===== config.mk =====
export PLATFORM = sky130hd
export DESIGN_NAME = uart_tx_cfg_flat
export DESIGN_NICKNAME = d
export VERILOG_FILES = /design/src/rtl/uart_pkg.sv /design/src/rtl/uart_tx_cfg_if.sv /design/src/rtl/uart_tx_fifo.sv /design/src/rtl/uart_tx_cfg.sv /design/src/flat_wrapper.sv
export SDC_FILE = /design/constraint.sdc
export NUM_CORES = 1
export LEC_CHECK = 0
export ABC_AREA = 1
export CORE_ASPECT_RATIO = 1.4
export CORE_MARGIN = 10
export CORE_UTILIZATION = 54
export DETAILED_ROUTE_END_ITERATION = 12
export GPL_TIMING_DRIVEN = 1
export PLACE_DENSITY = 0.81
export RECOVER_POWER = 100
export SLEW_MARGIN = 10
export SYNTH_ARGS = -nofsm -noshare
export SYNTH_HDL_FRONTEND = slang
export SYNTH_SLANG_ARGS = --single-unit

===== constraint.sdc =====
create_clock -name txclk -period 5.6 [get_ports txclk]
set_input_delay 1.68 -clock txclk [delete_from_list [all_inputs] [get_ports txclk]]
set_output_delay 1.68 -clock txclk [all_outputs]
set_load 0.02 [all_outputs]

===== src/rtl/uart_pkg.sv =====
// Shared UART transmit definitions: FSM state encoding, legal parameter
// ranges and the parity helper.
// Optional feature macro: UART_TX_PARITY_EN (adds the PARITY state).
package uart_pkg;

  localparam int DATA_W_MIN       = 5;
  localparam int DATA_W_MAX       = 9;
  localparam int CLKS_PER_BIT_MIN = 1;
  localparam int CLKS_PER_BIT_MAX = 4096;

  typedef enum logic [2:0] {
    ST_IDLE   = 3'd0,
    ST_START  = 3'd1,
    ST_DATA   = 3'd2,
`ifdef UART_TX_PARITY_EN
    ST_PARITY = 3'd3,
`endif
    ST_STOP   = 3'd4
  } tx_state_e;

  // Parity bit over a zero-extended word: even parity when odd==0.
  function automatic logic parity_bit(input logic [15:0] w, input logic odd);
    return (^w) ^ odd;
  endfunction

endpackage


===== src/rtl/uart_tx_cfg_if.sv =====
// Load handshake between a word producer and the UART transmitter.
interface uart_tx_cfg_if #(parameter int DATA_W = 8);
  logic              ld_tx_data;
  logic [DATA_W-1:0] tx_data;
  logic              ld_ready;

  modport master (output ld_tx_data, output tx_data, input ld_ready);
  modport slave  (input ld_tx_data, input tx_data, output ld_ready);
endinterface


===== src/rtl/uart_tx_fifo.sv =====
// Transmit word FIFO: power-of-two depth, pointers wrap naturally,
// full/empty/level derived from an occupancy counter.
module uart_tx_fifo
  import uart_pkg::*;
#(
  parameter int WIDTH = 8,
  parameter int DEPTH = 4,
  localparam int AW   = $clog2(DEPTH)
) (
  input  logic             txclk,
  input  logic             reset,
  input  logic             push_i,
  input  logic [WIDTH-1:0] wdata_i,
  input  logic             pop_i,
  output logic [WIDTH-1:0] rdata_o,
  output logic             full_o,
  output logic             empty_o,
  output logic [AW:0]      level_o
);

  logic [WIDTH-1:0] mem_q [DEPTH];
  logic [AW-1:0]    wr_ptr_q, rd_ptr_q;
  logic [AW:0]      level_q;
  logic             do_push, do_pop;

  assign full_o  = (level_q == (AW+1)'(DEPTH));
  assign empty_o = (level_q == '0);
  assign level_o = level_q;
  assign rdata_o = mem_q[rd_ptr_q];
  // Full/empty gate here so callers can present raw requests.
  assign do_push = push_i && !full_o;
  assign do_pop  = pop_i && !empty_o;

  // Pointer and occupancy bookkeeping; push+pop together keeps the level.
  always_ff @(posedge txclk or posedge reset) begin
    if (reset) begin
      wr_ptr_q <= '0;
      rd_ptr_q <= '0;
      level_q  <= '0;
    end else begin
      if (do_push) wr_ptr_q <= wr_ptr_q + 1'b1;
      if (do_pop)  rd_ptr_q <= rd_ptr_q + 1'b1;
      case ({do_push, do_pop})
        2'b10:   level_q <= level_q + 1'b1;
        2'b01:   level_q <= level_q - 1'b1;
        default: level_q <= level_q;
      endcase
    end
  end

  // Storage needs no reset: contents are only visible through the pointers.
  always_ff @(posedge txclk) begin
    if (do_push) mem_q[wr_ptr_q] <= wdata_i;
  end

endmodule


===== src/rtl/uart_tx_cfg.sv =====
// Configurable UART transmitter: FIFO-fed, LSB-first frames with 1 or 2
// stop bits and back-to-back frame starts.
// Optional feature macro: UART_TX_PARITY_EN (parity_odd input + parity bit).
module uart_tx_cfg
  import uart_pkg::*;
#(
  parameter int DATA_W       = 8,
  parameter int FIFO_DEPTH   = 4,
  parameter int CLKS_PER_BIT = 16
) (
  input  logic                          txclk,
  input  logic                          reset,
  uart_tx_cfg_if.slave                  bus,
  input  logic                          tx_enable,
  input  logic                          stop2,
  input  logic                          clr_ovr,
`ifdef UART_TX_PARITY_EN
  input  logic                          parity_odd,
`endif
  output logic                          tx_out,
  output logic                          tx_empty,
  output logic                          tx_busy,
  output logic                          tx_over_run,
  output logic [$clog2(FIFO_DEPTH):0]   fifo_level
);

  localparam int              CNT_W    = $clog2(CLKS_PER_BIT + 1);
  localparam logic [CNT_W-1:0] BIT_LAST = CNT_W'(CLKS_PER_BIT - 1);

  logic              fifo_full, fifo_empty, pop;
  logic [DATA_W-1:0] head;

  tx_state_e         state_q;
  logic [CNT_W-1:0]  baud_q;
  logic [3:0]        bit_q;
  logic [DATA_W-1:0] shreg_q;
  logic              stop2_q, stop_left_q, tx_q, ovr_q;
`ifdef UART_TX_PARITY_EN
  logic              par_q;
`endif
  logic              baud_done, frame_end;

  uart_tx_fifo #(.WIDTH(DATA_W), .DEPTH(FIFO_DEPTH)) u_fifo (
    .txclk   (txclk),
    .reset   (reset),
    .push_i  (bus.ld_tx_data),
    .wdata_i (bus.tx_data),
    .pop_i   (pop),
    .rdata_o (head),
    .full_o  (fifo_full),
    .empty_o (fifo_empty),
    .level_o (fifo_level)
  );

  assign bus.ld_ready = !fifo_full;
  assign baud_done    = (baud_q == '0);
  // Last cycle of the final stop bit: a new frame may start here with no gap.
  assign frame_end    = (state_q == ST_STOP) && baud_done && !stop_left_q;
  assign pop          = ((state_q == ST_IDLE) || frame_end) && !fifo_empty && tx_enable;

  assign tx_out      = tx_q;
  assign tx_busy     = (state_q != ST_IDLE);
  assign tx_empty    = fifo_empty && (state_q == ST_IDLE);
  assign tx_over_run = ovr_q;

  // Frame sequencer: start, data LSB first, optional parity, stop bit(s).
  always_ff @(posedge txclk or posedge reset) begin
    if (reset) begin
      state_q     <= ST_IDLE;
      baud_q      <= '0;
      bit_q       <= '0;
      shreg_q     <= '0;
      stop2_q     <= 1'b0;
      stop_left_q <= 1'b0;
      tx_q        <= 1'b1;
`ifdef UART_TX_PARITY_EN
      par_q       <= 1'b0;
`endif
    end else if (pop) begin
      state_q <= ST_START;
      shreg_q <= head;
      stop2_q <= stop2;
`ifdef UART_TX_PARITY_EN
      par_q   <= parity_bit(16'(head), parity_odd);
`endif
      bit_q   <= '0;
      baud_q  <= BIT_LAST;
      tx_q    <= 1'b0;
    end else begin
      case (state_q)
        ST_IDLE: tx_q <= 1'b1;
        ST_START: begin
          if (baud_done) begin
            state_q <= ST_DATA;
            tx_q    <= shreg_q[0];
            shreg_q <= shreg_q >> 1;
            baud_q  <= BIT_LAST;
          end else baud_q <= baud_q - 1'b1;
        end
        ST_DATA: begin
          if (baud_done) begin
            baud_q <= BIT_LAST;
            if (bit_q == 4'(DATA_W - 1)) begin
`ifdef UART_TX_PARITY_EN
              state_q     <= ST_PARITY;
              tx_q        <= par_q;
`else
              state_q     <= ST_STOP;
              tx_q        <= 1'b1;
              stop_left_q <= stop2_q;
`endif
            end else begin
              bit_q   <= bit_q + 1'b1;
              tx_q    <= shreg_q[0];
              shreg_q <= shreg_q >> 1;
            end
          end else baud_q <= baud_q - 1'b1;
        end
`ifdef UART_TX_PARITY_EN
        ST_PARITY: begin
          if (baud_done) begin
            state_q     <= ST_STOP;
            tx_q        <= 1'b1;
            stop_left_q <= stop2_q;
            baud_q      <= BIT_LAST;
          end else baud_q <= baud_q - 1'b1;
        end
`endif
        ST_STOP: begin
          if (baud_done) begin
            baud_q <= BIT_LAST;
            if (stop_left_q) stop_left_q <= 1'b0;
            else begin
              state_q <= ST_IDLE;
              tx_q    <= 1'b1;
            end
          end else baud_q <= baud_q - 1'b1;
        end
        default: begin
          state_q <= ST_IDLE;
          tx_q    <= 1'b1;
        end
      endcase
    end
  end

  // Sticky overrun: a push against a full FIFO beats a same-cycle clear.
  always_ff @(posedge txclk or posedge reset) begin
    if (reset)                             ovr_q <= 1'b0;
    else if (bus.ld_tx_data && fifo_full)  ovr_q <= 1'b1;
    else if (clr_ovr)                      ovr_q <= 1'b0;
  end

endmodule


===== src/flat_wrapper.sv =====
// flat-port wrapper written by rule: the top's interface ports become plain ports
module uart_tx_cfg_flat import uart_pkg::*;
#(
  parameter int DATA_W       = 8,
  parameter int FIFO_DEPTH   = 4,
  parameter int CLKS_PER_BIT = 16
)
  (txclk, reset, tx_enable, stop2, clr_ovr, tx_out, tx_empty, tx_busy, tx_over_run, fifo_level, bus_ld_tx_data, bus_tx_data, bus_ld_ready);
  uart_tx_cfg_if #(.DATA_W(DATA_W)) bus_i ();
  input  logic txclk;
  input  logic reset;
  input  logic tx_enable;
  input  logic stop2;
  input  logic clr_ovr;
  output logic tx_out;
  output logic tx_empty;
  output logic tx_busy;
  output logic tx_over_run;
  output logic [$clog2(FIFO_DEPTH):0] fifo_level;
  input wire logic [$bits(bus_i.ld_tx_data)-1:0] bus_ld_tx_data;
  input wire logic [$bits(bus_i.tx_data)-1:0] bus_tx_data;
  output wire logic [$bits(bus_i.ld_ready)-1:0] bus_ld_ready;
  assign bus_i.ld_tx_data = bus_ld_tx_data;
  assign bus_i.tx_data = bus_tx_data;
  assign bus_ld_ready = bus_i.ld_ready;
  uart_tx_cfg #(.DATA_W(DATA_W), .FIFO_DEPTH(FIFO_DEPTH), .CLKS_PER_BIT(CLKS_PER_BIT)) u_core (.txclk(txclk), .reset(reset), .bus(bus_i), .tx_enable(tx_enable), .stop2(stop2), .clr_ovr(clr_ovr), .tx_out(tx_out), .tx_empty(tx_empty), .tx_busy(tx_busy), .tx_over_run(tx_over_run), .fifo_level(fifo_level));
endmodule

## Word-level counts from Yosys, hierarchy flattened

Memories as Yosys holds them, arrays and structs flattened.
Index checks and enable logic that the tools add are counted.

- Bits of input ports: 14
- Register bits after elaboration: 31
- Memories kept: 1
- Logic and storage cells: 101
- Bits in writable memories: 32
- Output and inout port bits: 8
- Latch bits: 0
- ROM bits: 0

Memory list:

| name | words | width | read ports | clocked after Yosys merged registers in | write ports | line | source |
|---|---|---|---|---|---|---|---|
| u_core.u_fifo.mem_q | 4 | 8 | 1 | 0 | 1 | uart_tx_fifo.sv:21 | `logic [WIDTH-1:0] mem_q [DEPTH];` |

- Div/mod/pow operators: 0
- Add/sub/neg operators: 6
- Shift-type cells: 0
- Reductions and logical operators: 29
- Magnitude comparators: 0
- Multiply operators: 0
- Eq/ne operators: 18
- Bitwise operators: 1
- Multiplexer cells: 35

Operators by type and width:

| kind | number |
|---|---|
| $mux W8 | 4 |
| $mux W3 | 6 |
| $mux W4 | 4 |
| $pmux W8 S2 | 1 |
| $mux W5 | 3 |
| $mux W1 | 13 |
| $ne A3 B2 Y1 const B | 4 |
| $pmux W3 S4 | 1 |
| $reduce_bool A2 Y1 | 6 |
| $logic_and A1 B1 Y1 | 8 |
| $reduce_and A4 Y1 | 2 |
| $eq A3 B3 Y1 const B | 2 |
| $logic_not A3 Y1 | 2 |
| $ne A2 B1 Y1 const B | 3 |
| $ne A3 B3 Y1 const B | 2 |
| $pmux W3 S2 | 1 |
| $reduce_and A6 Y1 | 1 |
| $reduce_bool A3 Y1 | 2 |
| $logic_not A5 Y1 | 1 |
| $reduce_and A5 Y1 | 1 |
| $sub A5 B1 Y5 const B | 1 |
| $add A2 B1 Y2 const B | 2 |
| $add A4 B1 Y4 const B | 1 |
| $eq A4 B3 Y1 const B | 1 |
| 14 further kinds | 17 |

## Longest topological paths before layout

Gate-level depths: netlist (run 1).

- Depth in word-level cells: 9
- Gate-level depth with buffers: 14
- Gate-level depth less buffers: 14

## Hierarchy

A second synthesis (run 1) with hierarchy kept.

- Cell total of the unflattened synthesis: 342
- Area, all modules: 3244.4 um2

By module, submodules not included:

| module | seq. area each (um2) | cells an instance | instances | area an instance (um2) |
|---|---|---|---|---|
| uart_tx_fifo | 1136.1 | 155 | 1 | 1755.4 |
| uart_tx_cfg | 601.8 | 187 | 1 | 1488.9 |

## Worst setup path after synthesis (run 1)

OpenSTA, ideal clock, no wires.

- Path kind: in2reg
- Start point: in tx_enable
- End point: reg u_core.u_fifo.level_q[2] (netlist: u_core.u_fifo.level_o[2])
- Library setup time: 0.132 ns
- Path slack: 2.346 ns
- Path buffers: 0
- Required time: 5.468 ns
- Data arrival time: 3.122 ns
- Cell stages on the path: 9
- Path through: o21a_1 -> nand2_4 -> inv_1 -> ha_1 -> inv_1 -> fa_1 -> a21oi_1 -> o21ai_0 -> xnor2_1

- Word-level cells in the longest chain between the ends: 4
- Elaborated cells between the ends (all ways): 6
- Classes of those cells: eq/ne (2); mux (1); reduce/logical (3)

Ends and longest elaborated chain:

| what | line | source |
|---|---|---|
| from (decl) | flat_wrapper.sv:12 | `input logic tx_enable;` |
| $logic_and A1 B1 Y1 (*) | uart_tx_cfg.sv:59 | `assign pop = ((state_q == ST_IDLE) \|\| frame_end) && !fifo_empty && tx_enable;` |
| $logic_and A1 B1 Y1 (*) | uart_tx_fifo.sv:32 | `assign do_pop = pop_i && !empty_o;` |
| named net u_core.u_fifo.do_pop | uart_tx_fifo.sv:24 | `logic do_push, do_pop;` |
| $eq A2 B1 Y1 / $eq A2 B2 Y1 (equally long branches) | uart_tx_fifo.sv:43 | `case ({do_push, do_pop})` |
| $pmux W3 S2 / $reduce_bool A2 Y1 (equally long branches) | - |  |
| to (signal assigned) | uart_tx_fifo.sv:44 | `2'b10: level_q <= level_q + 1'b1;` |
| to (signal assigned) | uart_tx_fifo.sv:45 | `2'b01: level_q <= level_q - 1'b1;` |
| to (signal assigned) | uart_tx_fifo.sv:46 | `default: level_q <= level_q;` |
| to (decl) | uart_tx_fifo.sv:23 | `logic [AW:0] level_q;` |

The timed path passes the listed nets; every way through them passes the cells marked *.
A chain may end at the register's enable or synchronous reset.

## Final worst setup path (run 1)

Ends and elaborated chain as after synthesis.

==> out/metrics.csv, run 1 <==
metric,value,unit
run_status,completed,
cts_buffers,9,
clock_skew,5.609,ps
design.die.area,9054,um2
ys_warn_count,0,
routabilityCongestion,0.7982,
fmax,240.6,MHz
finalMaxSlewViolations,0,
regArea,1738,um2
post-route-period-util,0.7422,
ys_top_cells_by_area,"edfxtp_1 32%, dfrtp_1 25%, nand2_1 11%",
clock-sinks,63,
holdPathStages,2,
hp-start,u_core.shreg_q[7],
multi_input_area,1054,um2
drc,0,
r2r-end,u_core.u_fifo.level_o[2],
avgViaCountPerCell,5.225,
hold_buffers,0,
fin_tns_setup,0,ps
antenna_left,0,
coreArea,5485,um2
yosysTopAreaCell,edfxtp_1,
syn_nets,337,
vdd_drop_max,237.7,uV
min_path_type,flip-flop to flip-flop,
rr_worst_depth,14,
layout.nets,364,
clk_pin_slew_worst_paths,70,ps
cts_root_buf,clkbuf_8,
cts_setup_buffers,0,
critPathKind,input pin to flip-flop,
worstMarginPinSlew,809.1,ps
dpl_worst_slack,1501,ps
rsz0062_at_grt,false,
die_h,108.7,um
p_per_area,344.6,nW/um2
syn_inst,314,
synth.distinct_cells,28,
grt_pass1_wl,9839,um
grt_pass1_vias,2233,
synth.top_cells.by_count,"87 x nand2_1, 44 x inv_1, 32 x edfxtp_1",
cap_violations,0,
synth_top_area_frac,0.3170,
hpwl,3951,um
worstPathRequired,5840,ps
grt.overflow.total,0,
synthArstFlopShare,0.4921,
final_layout_size_suffix_gt1_frac,0.06936,
syn_area_per_cell,9.655,um2
die_width,83.33,um
wl,5675,um
syn2layout_area_growth,14.16,%
arrival,4390,ps
tritoncts,done,
period_minus_slack,4156,ps
diodes,0,
ff2ff_setup_slack,2460,ps
grt_max_degree,32,
finalSetupViolCount,0,
postLayoutCoreUtil,0.6309,
clk_latency,350,ps
htree_levels,3,
wl_per_cell,13.71,um
finalHoldViolCount,0,
clk_path_buf_depth,2,
placedCellCount,398,
yosysSeqAreaShare,0.5733,
p_total,1193,uW
port_buffers,21,
antenna_found_initial,0,
end_kind,flip-flop,
synthFlopType,edfxtp_1,
initial_core_util,0.5527,
num_io_pins,22,
vias,2163,
synth-edff-count,32,
grt_usage,0.1344,
power.leakage,0.001623,uW
relSlewSlack,0.4549,
r2r_start,u_core.baud_q[0],
synth_area,3032,um2
ctsResizeCount,0,
layout_setup_ws,1444,ps
row_count,32,
drt_pass1_iterations,5,
final_cells,414,
yosysMostFrequentCell,nand2_1,
crit_path_start_kind,input pin,
min_to,u_core.shreg_q[7],
drt_iter0_drc,167,
ys_seq_elements,63,
fillers,457,
path_max_fanout,24,
flip-flops by register name (all words and copies together), names as in the netlist:
| signal | cells |
|---|---|
| u_core.u_fifo.level_o | 3 |
| u_core.u_fifo.rd_ptr_q | 2 |
| u_core.bit_q | 4 |
| u_core.shreg_q | 8 |
| u_core.stop2_q | 1 |
| u_core.tx_out | 1 |
| u_core.u_fifo.mem_q | 32 |
| u_core.baud_q | 5 |
| u_core.tx_over_run | 1 |
| u_core.u_fifo.wr_ptr_q | 2 |
| u_core.state_q | 3 |
| u_core.stop_left_q | 1 |
per-stage QoR:
stage	instance area (um2)	hold WS, ps
finish	3461	476.5
floorplan	3032	442.2
CTS	3506	481.9
global route	3461	520.9
global placement	3301	456.4
detailed placement	3301	463.4
routing by layer:
layer  vias up  GRT usage  share of wire
li1       1081          -              -
met1      1015     0.1402           0.41
met2        46     0.2306           0.52
met3        21    0.02985          0.033
met4         0     0.1085          0.040
met5         -          0              0
cell families after synthesis:
| group | after synthesis | synth area share |
|---|---|---|
| AND/OR/NAND/NOR | 143 | 0.2051 |
| flip-flops | 63 | 0.5733 |
| buffers and inverters | 50 | 0.06562 |
| AO/OA/AOI/OAI | 42 | 0.09617 |
| adder cells (fa/ha/maj) | 9 | 0.03962 |
| XOR/XNOR | 7 | 0.02022 |
final cells by class:
cell class / count / share of cell area
Inverter: 44 / 0.04772
Timing Repair Buffer: 22 / 0.06182
Multi-Input combinational cell: 201 / 0.3044
Clock buffer: 9 / 0.03579
Clock inverter: 7 / 0.02350
Tap cell: 68 / 0.02458
Sequential cell: 63 / 0.5022
layout by cell type, fill, tap and decap left out, types with 3 or more instances in the layout:
cell and instances:
nor2_1 18, nand2_1 91, clkinv_4 3, o211ai_1 16, o21ai_0 15, inv_1 44
edfxtp_1 32, xor2_1 5, a21oi_1 6, dlygate4sd3_1 19, ha_1 8, nand3_1 27
clkbuf_8 9, dfrtp_1 30
worst max-delay path by stage:
stage | start | endpoint | slack, ps
final | tx_enable | u_core.u_fifo.level_o[2] | 1440
after detailed placement | tx_enable | u_core.u_fifo.level_o[2] | 1500
after global placement | tx_enable | u_core.u_fifo.level_o[2] | 1580
after CTS | tx_enable | u_core.u_fifo.level_o[2] | 1890
after global routing | tx_enable | u_core.u_fifo.level_o[2] | 1200
after floorplan | tx_enable | u_core.u_fifo.level_o[2] | 2350
report_power, final:
part	switching, uW	internal, uW	leakage, uW
sequential	28.6	560	0.000675
combinational	128	71.8	0.000847
clock	194	211	0.000100
total	350	843	0.00162
worst max-delay path, cell delays in order:
cell and delay [ps]:
dlygate4sd3_1 530, o21a_1 290, nand2_1 500, inv_1 370, ha_1 200, inv_1 60, fa_1 370, a21oi_1 140
o21ai_0 110, xnor2_1 130
No activity file was read; power rests on OpenSTA's default activity.
==> inputs of run 2 (changes only) <==
==> constraint.sdc (replaced) <==
create_clock -name txclk -period 3.9 [get_ports txclk]
set_input_delay 1.17 -clock txclk [delete_from_list [all_inputs] [get_ports txclk]]
set_output_delay 1.17 -clock txclk [all_outputs]
set_load 0.02 [all_outputs]
==> run 2 against run 1 <==
Compared with the run above:
- the flow now finishes with violations (capacitance limit, slew limit)
- critical path depth fell by 3
- die area did not move
- core utilization rose by 0.78 points
- sequential share of layout area fell by 0.61 points
- via count fell by 1.4%
- final cell count rose by 0.24%
- design area rose by 1.2%
- routed wire length fell by 5.1%
- worst setup slack got worse by 880 ps
- sequential power rose by 43%
==> out/metrics.csv, run 2 (same netlist as run 1, synthesis figures left out) <==
metric,value,unit
final_cell_mix,"90 x nand2_1, 44 x inv_1, 32 x edfxtp_1",
drt_iter0_drc,156,
finalHoldViolCount,0,
period_minus_slack,3338,ps
hold_buffers,0,
design.die.area,9054,um2
antenna_found_initial,0,
rsz0062_at_grt,false,
grt_pass1_wl,9584,um
post-route-period-util,0.8559,
crit_start,tx_enable,
r2r_start,u_core.baud_q[0],
coreArea,5485,um2
clk_pin_slew_worst_paths,70,ps
syn2layout_area_growth,15.56,%
final_layout_size_suffix_gt1_frac,0.07781,
clk_latency,350,ps
cp_num_buf_inv,2,
grt_pass1_vias,2154,
top_register,u_core.u_fifo.mem_q,
relSlewSlack,-0.1438,
p_per_area,500.0,nW/um2
hpwl,3806,um
clock_skew,8.823,ps
initial_core_util,0.5527,
wl_per_cell,12.97,um
holdWs,475.0,ps
cp_cell_sequence,"dlygate4sd3_1, o21a_1, nand2_4, clkbuf_1, nand2_1, nand2_1, nand3_1",
avgViaCountPerCell,5.140,
fmax,299.6,MHz
hp-start,u_core.shreg_q[7],
cts_root_buf,clkbuf_8,
num_io_pins,22,
vias,2133,
power.leakage,0.001646,uW
finalMaxSlewViolations,32,
cts_buffers,9,
grt_max_degree,32,
clock-sinks,63,
critPathKind,input pin to flip-flop,
violations,"capacitance limit, slew limit",
reg.largest.list,"u_core.u_fifo.mem_q (32), u_core.shreg_q (8), u_core.baud_q (5)",
finalSetupViolCount,0,
path_max_fanout,23,
min_path_type,flip-flop to flip-flop,
layout.nets,365,
worst_path_most_repeated_cell,nand2_1,
p_total,1752,uW
drt_pass1_iterations,4,
cp_slowest_cell,clkbuf_1,
cap_violations,1,
tritoncts,done,
routabilityCongestion,0.7940,
largest_reg_flops,32,
grt.overflow.total,0,
antenna_left,0,
drc,0,
wl,5383,um
cts_setup_buffers,0,
vdd_drop_max,367.6,uV
path_delay_family,buffers and inverters,
worstPathRequired,4130,ps
final_common_cell,nand2_1,
arrival,3570,ps
end_kind,flip-flop,
die_width,83.33,um
fin_tns_setup,0,ps
row_count,32,
port_buffers,21,
die_h,108.7,um
htree_levels,3,
ctsResizeCount,0,
crit_path_start_kind,input pin,
slowest_delay,820,ps
worstMarginPinSlew,1716,ps
diodes,0,
clk_path_buf_depth,2,
run_status,finished with violations,
grt_usage,0.1289,
-- run 2: cell types whose count changed in the layout (fill, tap and decap cells not counted), sizes merged --
cell | previous run | this run
inv | 46 | 44
clkbuf | 10 | 11
bufinv | 1 | 2
clkinvlp | 1 | 2
-- run 2: tightest hold or removal path, stage by stage, from the launching register on --
cell,delay (ps)
dfrtp_1,340
nand2_1,50
nand2_1,50
-- run 2: final timing paths --
check / endpoint / slack, ps / cells past startpoint
max: u_core.baud_q[3] / 560 / 7
min: u_core.shreg_q[7] / 480 / 2
max reg2reg: u_core.baud_q[3] / 1170 / 11
min reg2reg: u_core.shreg_q[7] / 480 / 2
max in group asynchronous: u_core.shreg_q[2] / 1050 / 3
min in group asynchronous: u_core.bit_q[1] / 1850 / 3
-- run 2: area by class of cell --
cell class	instances	area, um2
clock inverter	7	97.59
fill	423	1982
clock buffer	9	123.9
multi-input combinational	201	1076
timing repair buffer	23	217.7
inverter	44	165.2
tap	68	85.08
sequential	63	1738
-- run 2: metal layers --
metal / up-vias / track usage / wire length, um
met5: - / 0 / 0
met3: 12 / 0.02836 / 121
met1: 1014 / 0.1370 / 2311
li1: 1086 / - / -
met4: 0 / 0.07317 / 127
met2: 21 / 0.2323 / 2824
-- run 2: power breakdown --
part           internal (uW)  total [uW]  switching, uW
logic                    104         286            182
registers                805         844           39.3
clock network            360         622            262
-- run 2: stage by stage --
step	utilization	worst slack, ps	cells	instance area (um2)
CTS	0.6435	685.3	415	3530
finish	0.6387	562.2	415	3503
global route	0.6387	359.6	415	3503
floorplan	-	1156	314	3032
detailed placement	0.6031	580.2	399	3308
global placement	0.6031	646.7	399	3308
==> inputs of run 3 (changes only) <==
==> constraint.sdc (replaced) <==
create_clock -name txclk -period 3.5 [get_ports txclk]
set_input_delay 1.05 -clock txclk [delete_from_list [all_inputs] [get_ports txclk]]
set_output_delay 1.05 -clock txclk [all_outputs]
set_load 0.02 [all_outputs]
==> run 3 against run 2 <==
Compared with the run above:
- the flow still finishes with violations (capacitance limit, slew limit)
- routed wire length down 1.6%
- clock power down 14%
- first-iteration DRC count down 27%
- worst setup slack worse by 180 ps
- non-clock buffer count up 5
- via count up 2.1%
- combinational power up 16%
- critical endpoint is now u_core.shreg_q[5]
- highest routed layer unchanged
==> out/metrics.csv, run 3 (same netlist as run 1, synthesis figures left out) <==
metric,value,unit
run_status,finished with violations,
violations,"capacitance limit, slew limit",
initial_core_util,0.5527,
antenna_found_initial,0,
r2r_start,u_core.baud_q[0],
clk_latency,330,ps
wl_per_cell,12.61,um
num_io_pins,22,
hold_buffers,0,
rsz0062_at_grt,false,
htree_levels,3,
final_cells,420,
power_frac_comb,0.183,
finalSetupViolCount,0,
layout.nets,370,
cts_buffers,9,
final_cell_mix,"89 x nand2_1, 44 x inv_1, 32 x edfxtp_1",
cap_violations,1,
die_h,108.7,um
grt.overflow.total,0,
intPower,1276,uW
path_max_fanout,23,
seqPwrFrac,0.521,
vias,2177,
reg.largest.list,"u_core.u_fifo.mem_q (32), u_core.shreg_q (8), u_core.baud_q (5)",
p_per_area,519.7,nW/um2
crit_path_start_kind,input pin,
finalHoldViolCount,0,
clk_pin_slew_worst_paths,70,ps
worstPathRequired,3770,ps
critPathKind,input pin to flip-flop,
arrival,3390,ps
grt_pass1_wl,9121,um
rr_worst_depth,12,
die_width,83.33,um
avgViaCountPerCell,5.183,
relSlewSlack,-0.1076,
tritoncts,done,
post-route-period-util,0.8912,
fin_tns_setup,0,ps
antenna_left,0,
clock-sinks,63,
swShare,0.2960,
power.leakage,0.001632,uW
design.die.area,9054,um2
drt_pass1_iterations,4,
fmax,320.6,MHz
end_kind,flip-flop,
worstMarginPinSlew,1661,ps
pwr-share-clk,0.296,
min_path_type,flip-flop to flip-flop,
min_to,u_core.stop2_q,
grt_max_degree,32,
holdWs,480.9,ps
clk_path_buf_depth,2,
drc,0,
ff2ff_setup_slack,720,ps
vdd_drop_max,335.0,uV
finalMaxSlewViolations,32,
row_count,32,
top_register,u_core.u_fifo.mem_q,
cts_setup_buffers,0,
clock_skew,2.873,ps
p_sw,536.6,uW
final_common_cell,nand2_1,
p_total,1813,uW
largest_reg_flops,32,
cts_root_buf,clkbuf_8,
coreArea,5485,um2
grt_usage,0.1219,
final_layout_size_suffix_gt1_frac,0.08523,
placedCellCount,404,
routabilityCongestion,0.7646,
drt_iter0_drc,114,
syn2layout_area_growth,15.06,%
ctsResizeCount,0,
period_minus_slack,3119,ps
hp-start,u_core.stop2_q,
holdPathStages,2,
port_buffers,21,
grt_pass1_vias,2145,
diodes,0,
hpwl,3897,um
wl,5296,um
r2r-end,u_core.shreg_q[5],
run 3: layout make-up:
| class | instances | area [um2] |
|---|---|---|
| clock buffer | 9 | 123.9 |
| fill | 448 | 1997 |
| clock inverter | 7 | 50.05 |
| sequential | 63 | 1738 |
| inverter | 44 | 165.2 |
| timing repair buffer | 28 | 240.2 |
| tap | 68 | 85.08 |
| multi-input combinational | 201 | 1086 |
run 3: worst max-delay path by stage:
| stage | cells after the start | slack (ps) | from | to |
|---|---|---|---|---|
| finish | 8 | 380 | tx_enable | u_core.shreg_q[5] |
| global route | 8 | 230 | tx_enable | u_core.shreg_q[5] |
| CTS | 4 | 430 | u_core.state_q[1] | tx_empty |
| detailed placement | 10 | 440 | tx_enable | u_core.u_fifo.level_o[2] |
| global placement | 10 | 500 | tx_enable | u_core.u_fifo.level_o[2] |
| floorplan | 9 | 880 | tx_enable | u_core.u_fifo.level_o[2] |
run 3: power by group through the flow:
stage	Sequential (uW)	Combinational [uW]	Clock [uW]
3_5_place_dp	960	365	0
5_1_grt	950	380	585
4_1_cts	945	366	551
2_1_floorplan	974	183	0
6_report	944	332	537
3_3_place_gp	954	352	0
run 3: metal layers:
metal  up-vias  routed length, um  global-route usage
met4         0                 80             0.06829
met3         9                150             0.02761
met1      1036               2202              0.1284
met2        29               2862              0.2207
li1       1103                  -                   -
met5         -                  0                   0
run 3: per-stage QoR:
stage | instance area (um2) | worst slack (ps) | utilization
2_1_floorplan | 3032 | 876.2 | -
3_3_place_gp | 3346 | 499.0 | 0.6099
3_5_place_dp | 3346 | 439.5 | 0.6099
4_1_cts | 3520 | 426.3 | 0.6417
5_1_grt | 3488 | 235.0 | 0.6359
6_report | 3488 | 380.7 | 0.6359
run 3: worst max-delay path: stages:
cell and delay, ps:
dlygate4sd3_1 530, o21a_1 140, nand2_4 70, clkbuf_1 880, o21ai_4 210, nand2_1 300
nand2_1 100, nand2_1 80
